==> config.mk <==
export PLATFORM = sky130hd
export DESIGN_NAME = window_read_scheduler
export DESIGN_NICKNAME = d
export VERILOG_FILES = /design/src/rtl/window_read_scheduler.sv
export SDC_FILE = /design/constraint.sdc
export NUM_CORES = 1
export LEC_CHECK = 0
export BUFFER_PORTS_ARGS = -buffer_cell sky130_fd_sc_hd__buf_4
export CELL_PAD_IN_SITES_DETAIL_PLACEMENT = 0
export CELL_PAD_IN_SITES_GLOBAL_PLACEMENT = 1
export CORE_MARGIN = 1.5
export CORE_UTILIZATION = 35
export CTS_CLUSTER_DIAMETER = 30
export DETAILED_ROUTE_END_ITERATION = 10
export PLACE_DENSITY_LB_ADDON = 0.2
export SYNTH_ARGS = -nofsm -noshare
export SYNTH_HDL_FRONTEND = slang
export SYNTH_SLANG_ARGS = --single-unit
export TNS_END_PERCENT = 100
==> constraint.sdc <==
create_clock -name i_clk -period 5.28 [get_ports i_clk]
set_input_delay 0.264 -clock i_clk [delete_from_list [all_inputs] [get_ports i_clk]]
set_output_delay 0.264 -clock i_clk [all_outputs]
set_load 0.02 [all_outputs]
==> src/rtl/window_read_scheduler.sv <==
// window_read_scheduler
// Walks a W x H x C kernel window in column, row, channel order and issues one
// BRAM read per permitted cycle. Addresses come from running row/plane/element
// pointers, so no multipliers are needed. A shift register of issue flags
// matches the BRAM read latency and produces the read-valid and read-last strobes.
module window_read_scheduler #(
    parameter int ADDR_WIDTH = 32,
    parameter int RD_LATENCY = 1
) (
    input  logic                  i_clk,
    input  logic                  i_rst,
    input  logic                  i_start,
    input  logic [31:0]           i_kernel_width,
    input  logic [31:0]           i_kernel_height,
    input  logic [31:0]           i_kernel_channel,
    input  logic [ADDR_WIDTH-1:0] i_base_addr,
    input  logic [31:0]           i_row_stride,
    input  logic [31:0]           i_chan_stride,
    input  logic                  i_ready,
    input  logic [31:0]           i_bram_dout,
    output logic                  o_bram_en,
    output logic [ADDR_WIDTH-1:0] o_bram_addr,
    output logic [3:0]            o_bram_we,
    output logic [31:0]           o_rd_data,
    output logic                  o_rd_valid,
    output logic                  o_rd_last,
    output logic                  o_busy,
    output logic                  o_done,
    output logic                  o_err
);

    typedef enum logic [1:0] {
        S_IDLE,
        S_ISSUE,
        S_DRAIN,
        S_DONE
    } state_t;

    state_t                r_state;
    logic [31:0]           r_width;
    logic [31:0]           r_height;
    logic [31:0]           r_chan;
    logic [31:0]           r_x;
    logic [31:0]           r_r;
    logic [31:0]           r_c;
    // Strides are held as byte steps (4 * word stride) so every advance is one add.
    logic [ADDR_WIDTH-1:0] r_row_step;
    logic [ADDR_WIDTH-1:0] r_chan_step;
    logic [ADDR_WIDTH-1:0] r_elem_ptr;
    logic [ADDR_WIDTH-1:0] r_row_ptr;
    logic [ADDR_WIDTH-1:0] r_plane_ptr;
    logic [RD_LATENCY-1:0] r_vpipe;
    logic [RD_LATENCY-1:0] r_lpipe;
    logic                  r_done;
    logic                  r_err;

    logic                  w_issue;
    logic                  w_x_end;
    logic                  w_r_end;
    logic                  w_c_end;
    logic                  w_final;
    logic                  w_zero_geom;
    logic [ADDR_WIDTH-1:0] w_next_row;
    logic [ADDR_WIDTH-1:0] w_next_plane;
    logic [RD_LATENCY-1:0] w_vpipe_next;
    logic [RD_LATENCY-1:0] w_lpipe_next;

    assign w_issue      = (r_state == S_ISSUE) && i_ready;
    assign w_x_end      = (r_x == r_width  - 32'd1);
    assign w_r_end      = (r_r == r_height - 32'd1);
    assign w_c_end      = (r_c == r_chan   - 32'd1);
    assign w_final      = w_x_end && w_r_end && w_c_end;
    assign w_zero_geom  = (i_kernel_width == 32'd0) || (i_kernel_height == 32'd0) ||
                          (i_kernel_channel == 32'd0);
    assign w_next_row   = r_row_ptr + r_row_step;
    assign w_next_plane = r_plane_ptr + r_chan_step;

    // Next value of the valid/last pipelines: shift toward the output, insert this cycle's issue.
    always_comb begin
        // NOTE: every output gets a default first so no path leaves it unassigned (no latch).
        w_vpipe_next    = r_vpipe << 1;
        w_lpipe_next    = r_lpipe << 1;
        w_vpipe_next[0] = w_issue;
        w_lpipe_next[0] = w_issue && w_final;
    end

    // Job FSM, window counters, address pointers and read-valid pipeline.
    always_ff @(posedge i_clk or negedge i_rst) begin
        if (!i_rst) begin
            // NOTE: the pipelines are a few flops, not a memory, so they are cleared on reset
            // to guarantee no stray valid after an abort.
            r_state     <= S_IDLE;
            r_width     <= '0;
            r_height    <= '0;
            r_chan      <= '0;
            r_x         <= '0;
            r_r         <= '0;
            r_c         <= '0;
            r_row_step  <= '0;
            r_chan_step <= '0;
            r_elem_ptr  <= '0;
            r_row_ptr   <= '0;
            r_plane_ptr <= '0;
            r_vpipe     <= '0;
            r_lpipe     <= '0;
            r_done      <= 1'b0;
            r_err       <= 1'b0;
        end else begin
            // NOTE: non-blocking assignments so every branch reads the pre-edge state.
            r_vpipe <= w_vpipe_next;
            r_lpipe <= w_lpipe_next;
            r_done  <= 1'b0;
            r_err   <= 1'b0;
            case (r_state)
                S_IDLE: begin
                    if (i_start) begin
                        r_width     <= i_kernel_width;
                        r_height    <= i_kernel_height;
                        r_chan      <= i_kernel_channel;
                        r_row_step  <= ADDR_WIDTH'({i_row_stride, 2'b00});
                        r_chan_step <= ADDR_WIDTH'({i_chan_stride, 2'b00});
                        if (w_zero_geom) begin
                            r_state <= S_DONE;
                            r_done  <= 1'b1;
                            r_err   <= 1'b1;
                        end else begin
                            r_x         <= '0;
                            r_r         <= '0;
                            r_c         <= '0;
                            r_elem_ptr  <= i_base_addr;
                            r_row_ptr   <= i_base_addr;
                            r_plane_ptr <= i_base_addr;
                            r_state     <= S_ISSUE;
                        end
                    end
                end
                S_ISSUE: begin
                    if (i_ready) begin
                        if (w_x_end) begin
                            r_x <= '0;
                            if (w_r_end) begin
                                r_r         <= '0;
                                r_c         <= r_c + 32'd1;
                                r_plane_ptr <= w_next_plane;
                                r_row_ptr   <= w_next_plane;
                                r_elem_ptr  <= w_next_plane;
                            end else begin
                                r_r        <= r_r + 32'd1;
                                r_row_ptr  <= w_next_row;
                                r_elem_ptr <= w_next_row;
                            end
                        end else begin
                            r_x        <= r_x + 32'd1;
                            r_elem_ptr <= r_elem_ptr + ADDR_WIDTH'(4);
                        end
                        if (w_final) begin
                            r_state <= S_DRAIN;
                        end
                    end
                end
                S_DRAIN: begin
                    // Leave once the word now at the pipeline output is the last one in flight.
                    if (w_vpipe_next == '0) begin
                        r_state <= S_DONE;
                        r_done  <= 1'b1;
                    end
                end
                S_DONE: begin
                    r_state <= S_IDLE;
                end
                default: begin
                    r_state <= S_IDLE;
                end
            endcase
        end
    end

    // Enable must follow i_ready in the same cycle; the address is the registered element pointer.
    assign o_bram_en   = w_issue;
    assign o_bram_addr = r_elem_ptr;
    assign o_bram_we   = 4'b0000;
    assign o_rd_data   = i_bram_dout;
    assign o_rd_valid  = r_vpipe[RD_LATENCY-1];
    assign o_rd_last   = r_lpipe[RD_LATENCY-1];
    assign o_busy      = (r_state != S_IDLE);
    assign o_done      = r_done;
    assign o_err       = r_err;

endmodule

==> results_dict.tcl, run 1 <==
set metrics [dict create \
    skew_ns 0.03484 \
    coreArea_um2 67160 \
    crit_family "simple AND/OR/NAND/NOR gates" \
    grt_use_total_pct 22.61 \
    placed_area_um2 26180 \
    drt_iter0_drc 1262 \
    ys.flop_type "dfrtp_1" \
    mostFrequentLayoutCell "dfrtp_1" \
    fin_area_um2 31720 \
    cts.path.max_buffers 3 \
    worstPathRequired_ns 5.78 \
    routed_wl_um 79560 \
    cap_viol_max_count 0 \
    finalNetCount 3303 \
    hold_ws_ns 0.04654 \
    cts_tree "done" \
    max_stage_delay_ns 0.75 \
    antenna_found_initial 2 \
    clkLatencyLatePin_ns 0.65 \
    cts-buffers-inserted 103 \
    rows 95 \
    powerDensity_nw_per_um2 689.9 \
    die-area_um2 69520 \
    crit_fanout 9 \
    power_mw 21.88 \
    overflow 0 \
    use_met1_pct 29.01 \
    arrival_ns 5.23 \
    cts.sinks 354 \
    antenna_cells 0 \
    die_width_um 263.7 \
    finalCriticalPeriod_ns 4.728 \
    crit_type "register to register" \
    ys_types 84 \
    cts_resized 0 \
    grt_pass1_wl_um 124500 \
    drc_errors 0 \
    instances_no_fill 3963 \
    clock-root-buffer "clkbuf_16" \
    tns_ns 0 \
    dp_cells 3604 \
    num_io_pins 302 \
    hold_viol 0 \
    ys_async_sr_fraction_pct 100.0 \
    cp_slowest_cell "a221oi_1" \
    place.gp.congestion 0.9002 \
    drt-wirelength-per-cell_um 20.07 \
    htree_levels 3 \
    synth.ff_latch_count 354 \
    fin_ws_ns 0.5518 \
    first_pass_iters 5 \
    crit_path_cell_trace "or4_1 > nor4b_1 > nand2_1 > or3_1 > a221oi_1 > and2_1 > buf_4 > nor3_1 > nor4_1 > a211oi_1" \
    cp_num_buf_inv 1 \
    dp_hpwl_um 57580 \
    max_slew_margin_pct 19.85 \
    ys_top_cells_by_area "dfrtp_1 (37%), mux2_2 (8.0%), a21oi_1 (4.1%)" \
    synth_edf_count 0 \
    antenna_left 0 \
    ys_warn_count 0 \
    vias 21950 \
    hold_path_class "primary input to register" \
    initial_utilization_pct 35.41 \
    vdd_drop_max_v 0.0003111 \
    netlist.area_leader.share_pct 37.25 \
    status "completed" \
    grt_setup_unrepaired "false" \
    p_leak_nw 13.29 \
    dieHeight_um 263.7 \
    fmax_mhz 211.5 \
    worstSetupStartpointType "register" \
    netlist_instances 2634 \
    end_kind "register" \
    grt_max_degree 141 \
    yosys.area.top_type "dfrtp_1" \
    final_cell_mix "dfrtp_1 (354), buf_4 (257), nor2_1 (236), a21oi_1 (192), dlygate4sd3_1 (169)" \
    clkTransAtPathRegs_ns 0.04 \
    setup_viol 0 \
    post-route-period-util_pct 89.55 \
    grt_busiest_layer "met2" \
    met2_usage_pct 38.50 \
    drive_gt1_share_pct 21.42 \
    syn_area_um2 23780 \
    syn_area_per_cell_um2 9.029 \
    slew_violations 0 \
    utilization_pct 47.23 \
    via_per_inst 5.538 \
    worst-slew-pin-transition_ns 1.198 \
    place_ws_ns 0.5755 \
    port-buffer-count 229 \
    grtUsageMet3_pct 3.412 \
    grt_pass1_vias 22270 \
    area_delta_synth_final_pct 33.38 \
    ys_seq_area_share_pct 37.25 \
]
==> what timing repair did <==
action	in CTS	in global routing
hold buffers	169	0
setup buffers	0	0
endpoints found under the hold margin	273	0
==> synthesized netlist by cell type (37+ instances only) <==
library cell	count
nor2_1	237
nor2b_1	40
ha_1	68
a21oi_1	193
mux2_2	168
nor4_1	62
inv_1	70
dfrtp_1	354
nand2_1	161
nand4_1	62
xor2_1	91
clkbuf_1	100
buf_4	37
nor3_1	64
nand3_1	97
and3_1	49
xnor2_1	106
o21ai_0	112
==> path summary, 6_finish.rpt <==
| check | start | endpoint | slack [ns] | cells after the start |
|---|---|---|---|---|
| max in group asynchronous | i_rst | r_chan[3]$_DFFE_PN0P_ | 3.60 | 3 |
| max reg2reg | r_height[13]$_DFFE_PN0P_ | o_bram_addr[18]$_DFFE_PN0P_ | 0.55 | 10 |
| min | i_base_addr[24] | r_row_ptr[24]$_DFFE_PN0P_ | 0.05 | 3 |
| min reg2reg | r_row_ptr[15]$_DFFE_PN0P_ | r_row_ptr[15]$_DFFE_PN0P_ | 0.48 | 2 |
| min in group asynchronous | i_rst | r_row_step[10]$_DFFE_PN0P_ | 0.22 | 2 |
| max | r_height[13]$_DFFE_PN0P_ | o_bram_addr[18]$_DFFE_PN0P_ | 0.55 | 10 |
==> where the power goes <==
part	internal (mW)	switching (mW)	leakage, nW	total [mW]
Sequential	3.77	1.35	4.36	5.12
Clock	4.88	1.91	1.87	6.79
Combinational	4.17	5.81	7.06	9.98
Total	12.8	9.06	13.3	21.9
==> layout make-up <==
cell class              count  area, µm²
well taps                 873       1092
repair buffers            431       3716
flip-flops and latches    354       8859
fillers                  6273      35440
clock inverters            61      989.7
clock buffers             129       2856
inverters                  70      262.8
multi-input cells        2045      13940
==> registers in the layout, summed over array words and instances (netlist names) <==
register,cells
o_done,1
o_bram_addr,32
r_x,32
r_width,32
o_rd_valid,1
r_r,32
r_chan_step,30
o_err,1
r_row_step,30
r_plane_ptr,32
r_state,2
r_c,32
r_chan,32
o_rd_last,1
r_height,32
r_row_ptr,32
==> cells by family after synthesis <==
logic type	share of synthesized area (%)
AND/OR/NAND/NOR	21.43
AO/OA/AOI/OAI	16.54
flip-flops	37.25
buffers and inverters	4.456
multiplexers	9.302
XOR/XNOR	7.255
adder cells (fa/ha/maj)	3.746
other	0.01577
==> layer usage <==
metal	vias to the layer above	wire, µm
met5	-	54
met4	6	2120
met3	130	3694
met2	603	38610
met1	10710	35080
li1	10500	-
==> worst register-to-register path, cell delays in order, from the launching register on <==
cell      delay, ns
dfrtp_1        0.46
or4_1          0.64
nor4b_1        0.60
nand2_1        0.17
or3_1          0.40
a221oi_1       0.75
and2_1         0.66
buf_4          0.33
nor3_1         0.08
nor4_1         0.39
a211oi_1       0.12
(Power assumes the default switching activity.)
==> inputs of run 2 (changes only) <==
--- a/config.mk
+++ b/config.mk
@@ -8,11 +8,13 @@
 export BUFFER_PORTS_ARGS = -buffer_cell sky130_fd_sc_hd__buf_4
 export CELL_PAD_IN_SITES_DETAIL_PLACEMENT = 0
 export CELL_PAD_IN_SITES_GLOBAL_PLACEMENT = 1
+export CORE_ASPECT_RATIO = 0.7
 export CORE_MARGIN = 1.5
 export CORE_UTILIZATION = 35
 export CTS_CLUSTER_DIAMETER = 30
 export DETAILED_ROUTE_END_ITERATION = 10
 export PLACE_DENSITY_LB_ADDON = 0.2
+export SLEW_MARGIN = 10
 export SYNTH_ARGS = -nofsm -noshare
 export SYNTH_HDL_FRONTEND = slang
 export SYNTH_SLANG_ARGS = --single-unit
==> run 2 against run 1 <==
Worst setup slack lost 0.059 ns. Register-to-register slack worse by 0.06 ns. Wire length is 0.98% lower. Critical path type unchanged. Design area down 2.7%. Clock skew is 0.011 ns lower. Via count shrank 0.76%. Clock power down 21%. Sequential share of layout area is 0.77 points higher.
==> results_dict.tcl, run 2 (synthesis results as in run 1) <==
set metrics [dict create \
    status "completed" \
    area_delta_synth_final_pct 29.79 \
    skew_ns 0.02399 \
    worstSetupStartpointType "register" \
    mostFrequentLayoutCell "dfrtp_1" \
    p_switching_mw 8.810 \
    arrival_ns 5.28 \
    p_leak_nw 12.86 \
    port-buffer-count 229 \
    p_seq_share_pct 25.0 \
    max_stage_delay_ns 0.72 \
    num-fill-cells 6345 \
    die-area_um2 69550 \
    hold_viol 0 \
    overflow 0 \
    antenna_found_initial 4 \
    tns_ns 0 \
    clkLatencyLatePin_ns 0.63 \
    routed_wl_um 78780 \
    worst-slew-pin-transition_ns 1.099 \
    crit_fanout 43 \
    crit_type "register to register" \
    setup_viol 0 \
    finalNetCount 3287 \
    post_cts_buffers 0 \
    slew_violations 0 \
    vias 21780 \
    antenna_left 0 \
    powerDensity_nw_per_um2 660.1 \
    clkTransAtPathRegs_ns 0.05 \
    cap_viol_max_count 0 \
    worstPathRequired_ns 5.78 \
    grt_pass1_wl_um 123800 \
    fmax_mhz 208.9 \
    hold_path_class "primary input to register" \
    cts.path.max_buffers 3 \
    grt_setup_unrepaired "false" \
    holdBufCountCts 169 \
    grt_max_degree 105 \
    crit_path_cell_trace "or4_1 > or4_1 > or4_4 > a2111oi_4 > o21ai_0 > nor3_2 > nand2_1 > a21oi_4 > buf_4 > o21ai_0 > o2bb2ai_1" \
    htree_levels 3 \
    drc_errors 0 \
    drt-wirelength-per-cell_um 19.97 \
    dp_hpwl_um 57240 \
    switching_share_pct 43.24 \
    cp_slowest_cell "or4_1" \
    drt_iter0_drc 1281 \
    grt_pass1_vias 21650 \
    p_comb_share_pct 48.7 \
    dieHeight_um 221.1 \
    power_mw 20.37 \
    final_cell_mix "dfrtp_1 (354), buf_4 (260), nor2_1 (236), a21oi_1 (192), dlygate4sd3_1 (169)" \
    clkPwrFrac_pct 26.3 \
    cts.sinks 354 \
    finalCriticalPeriod_ns 4.787 \
    cts-buffers-inserted 84 \
    grt_use_total_pct 22.51 \
    clock-root-buffer "clkbuf_16" \
    cts_tree "done" \
    end_kind "register" \
    rows 79 \
    max_slew_margin_pct 26.48 \
    place.gp.congestion 0.8732 \
    vdd_drop_max_v 0.0003016 \
    first_pass_iters 5 \
    drive_gt1_share_pct 20.54 \
    num_io_pins 302 \
    coreArea_um2 66820 \
    cts_resized 0 \
    initial_utilization_pct 35.59 \
    power.internal_mw 11.56 \
    post-route-period-util_pct 90.67 \
    die_width_um 314.6 \
    via_per_inst 5.521 \
]
## run 2: final timing paths
check	startpoint	endpoint	slack (ns)	cells after the start
setup / recovery	r_width[6]$_DFFE_PN0P_	r_r[9]$_DFFE_PN0P_	0.49	11
hold / removal	i_base_addr[6]	o_bram_addr[6]$_DFFE_PN0P_	0.05	4
setup reg to reg	r_width[6]$_DFFE_PN0P_	r_r[9]$_DFFE_PN0P_	0.49	11
hold reg to reg	r_row_ptr[0]$_DFFE_PN0P_	r_row_ptr[0]$_DFFE_PN0P_	0.47	2
max in group asynchronous	i_rst	r_chan[19]$_DFFE_PN0P_	3.80	3
min in group asynchronous	i_rst	r_height[5]$_DFFE_PN0P_	0.26	2
## run 2: final cells by class
class	count	area (µm²)	share of cell area, %
multi-input combinational	2045	13950	45.21
tap	891	1115	3.612
clock inverter	48	664.4	2.152
antenna	1	2.502	0.008107
inverter	70	262.8	0.8513
clock buffer	102	2270	7.353
timing repair buffer	434	3739	12.11
sequential	354	8859	28.70
## run 2: power groups by stage
stage          combinational, mW  sequential [mW]  clock, mW
3_5_place_dp                9.77             5.12          0
2_1_floorplan               7.21             4.66          0
3_3_place_gp                9.59             5.08          0
4_1_cts                     9.94             5.09       5.47
5_1_grt                     11.0             5.27       5.61
6_report                    9.92             5.09       5.36
## run 2: layer usage
metal	track usage, %	part of all wire [%]	up-vias
met3	3.533	4.7	126
met1	32.26	48	10610
li1	-	-	10430
met2	34.74	44	604
met4	6.715	2.4	6
met5	0	0.038	-
## run 2: stage by stage
step / std cells / cell area (µm²) / setup WS (ns) / hold slack (ns) / utilization (%)
floorplan: 2637 / 23790 / 1.231 / -0.03159 / -
global placement: 3625 / 26240 / 0.5496 / 0.3366 / 39.27
detailed placement: 3625 / 26240 / 0.5065 / 0.3397 / 39.27
CTS: 3944 / 30860 / 0.4707 / 0.006797 / 46.19
global route: 3945 / 30870 / 0.2394 / 0.04190 / 46.19
finish: 3945 / 30870 / 0.4927 / 0.04746 / 46.19
## run 2: worst max-delay path: cells and delay by family (launching register included)
family                 cells  cell delay (ns)
flip-flops                 1             0.44
AND/OR/NAND/NOR            5             2.66
AO/OA/AOI/OAI              5             1.08
buffers and inverters      1             0.46
==> inputs of run 3 (changes only) <==
--- a/config.mk
+++ b/config.mk
@@ -10,7 +10,7 @@
 export CELL_PAD_IN_SITES_GLOBAL_PLACEMENT = 1
 export CORE_ASPECT_RATIO = 0.7
 export CORE_MARGIN = 1.5
-export CORE_UTILIZATION = 35
+export CORE_UTILIZATION = 45
 export CTS_CLUSTER_DIAMETER = 30
 export DETAILED_ROUTE_END_ITERATION = 10
 export PLACE_DENSITY_LB_ADDON = 0.2
==> run 3 against run 2 <==
Design area fell by 2.2%. Sequential share of layout area up 0.65 points. Maximum frequency is 1.1% higher. Clock skew fell by 0.0070 ns. Total power down 3.1%. Global-route usage increased by 4.9 points. Cell count shrank 5.8%. Wire length shrank 4.8%. Worst hold slack lost 0.017 ns. Largest power group unchanged.
==> results_dict.tcl, run 3 (synthesis results as in run 1) <==
set metrics [dict create \
    num_io_pins 302 \
    final_cell_mix "dfrtp_1 (354), buf_4 (255), nor2_1 (237), a21oi_1 (192), mux2_2 (168)" \
    grt_max_degree 159 \
    switching_share_pct 43.49 \
    port-buffer-count 229 \
    place.gp.congestion 0.8947 \
    p_comb_share_pct 50.0 \
    drive_gt1_share_pct 19.94 \
    p_seq_share_pct 25.6 \
    cts.path.max_buffers 3 \
    drc_errors 0 \
    startpoint "r_width[6]$_DFFE_PN0P_" \
    htree_levels 3 \
    worst-slew-pin-transition_ns 1.240 \
    clkPwrFrac_pct 24.3 \
    dieHeight_um 195.3 \
    cts_resized 0 \
    clock-root-buffer "clkbuf_16" \
    hold_viol 0 \
    antenna_left 0 \
    fmax_mhz 211.2 \
    p_leak_nw 12.68 \
    tns_ns 0 \
    initial_utilization_pct 45.56 \
    dp_hpwl_um 53130 \
    setup_viol 0 \
    min_from "i_base_addr[23]" \
    crit_fanout 36 \
    cts.sinks 354 \
    slew_violations 0 \
    die_width_um 277.8 \
    powerDensity_nw_per_um2 654.2 \
    power.internal_mw 11.16 \
    crit_type "register to register" \
    skew_ns 0.01701 \
    worstPathRequired_ns 5.78 \
    end_kind "register" \
    r2r-start "r_width[6]$_DFFE_PN0P_" \
    finalNetCount 3271 \
    max_slew_margin_pct 17.05 \
    routed_wl_um 75020 \
    cts_tree "done" \
    cap_viol_max_count 0 \
    clkLatencyLatePin_ns 0.60 \
    worstSetupStartpointType "register" \
    die-area_um2 54260 \
    status "completed" \
    grt_use_total_pct 27.40 \
    drt_iter0_drc 1701 \
    via_per_inst 5.943 \
    rows 70 \
    overflow 0 \
    area_delta_synth_final_pct 26.91 \
    grt_pass1_wl_um 118700 \
    vias 22080 \
    finalCriticalPeriod_ns 4.736 \
    grt_pass1_vias 21610 \
    holdBufCountCts 166 \
    vdd_drop_max_v 0.0004059 \
    cts-buffers-inserted 76 \
    post_cts_buffers 0 \
    post-route-period-util_pct 89.69 \
    first_pass_iters 5 \
    antenna_found_initial 4 \
    drt-wirelength-per-cell_um 20.19 \
    p_switching_mw 8.588 \
    num-fill-cells 4540 \
    mostFrequentLayoutCell "dfrtp_1" \
    grt_setup_unrepaired "false" \
    arrival_ns 5.23 \
    coreArea_um2 52200 \
    clkTransAtPathRegs_ns 0.04 \
    power_mw 19.75 \
    hold_path_class "primary input to register" \
]
-- run 3: final timing paths --
path / endpoint / slack, ns / cells past startpoint
min: r_plane_ptr[23]$_DFFE_PN0P_ / 0.03 / 3
max in group asynchronous: r_x[16]$_DFFE_PN0P_ / 3.87 / 3
max reg2reg: o_bram_addr[18]$_DFFE_PN0P_ / 0.54 / 12
max: o_bram_addr[18]$_DFFE_PN0P_ / 0.54 / 12
min reg2reg: r_row_ptr[1]$_DFFE_PN0P_ / 0.49 / 2
min in group asynchronous: r_height[0]$_DFFE_PN0P_ / 0.20 / 2
-- run 3: worst max-delay path, cell delays in order (launching register included) --
cell and delay (ns):
dfrtp_1 0.44, or4_1 0.69, or4_1 0.72, o311ai_0 0.37, o311ai_0 0.21, a22oi_1 0.34, nor2_1 0.08, nor4b_4 0.14
buf_4 0.23, o21ai_4 0.75, buf_4 0.35, nor4_1 0.10, a211oi_1 0.21
-- run 3: area by class of cell --
| type | instances | area [µm²] | area share [%] |
|---|---|---|---|
| timing repair buffer | 426 | 3671 | 12.16 |
| tap | 684 | 855.8 | 2.836 |
| inverter | 70 | 262.8 | 0.8706 |
| antenna | 2 | 5.005 | 0.01658 |
| multi-input combinational | 2045 | 13960 | 46.24 |
| sequential | 354 | 8859 | 29.35 |
| clock buffer | 95 | 2107 | 6.981 |
| clock inverter | 39 | 464.2 | 1.538 |
-- run 3: through the flow --
step | cell area (µm²) | std cells | hold slack, ns | util, % | setup slack (ns)
floorplan | 23790 | 2637 | -0.03159 | - | 1.231
global placement | 25940 | 3413 | 0.2621 | 49.69 | 0.6028
detailed placement | 25940 | 3413 | 0.2680 | 49.69 | 0.5603
CTS | 30170 | 3713 | 0.0005047 | 57.80 | 0.5568
global route | 30180 | 3714 | 0.02616 | 57.81 | 0.1646
finish | 30180 | 3715 | 0.03064 | 57.82 | 0.5441
-- run 3: layer usage --
metal | up-vias | track usage, % | share of wire, %
met1 | 10720 | 37.79 | 45
met2 | 755 | 43.25 | 46
met3 | 176 | 4.774 | 5.9
li1 | 10420 | - | -
met4 | 6 | 9.775 | 3.2
met5 | - | 0 | 0.053
-- run 3: power groups by stage --
stage | combinational [mW] | sequential (mW) | clock [mW]
after floorplan | 7.21 | 4.66 | 0
after global placement | 9.47 | 5.02 | 0
after detailed placement | 9.67 | 5.05 | 0
after CTS | 9.84 | 5.03 | 4.88
after global routing | 10.9 | 5.20 | 5.03
final | 9.88 | 5.06 | 4.80
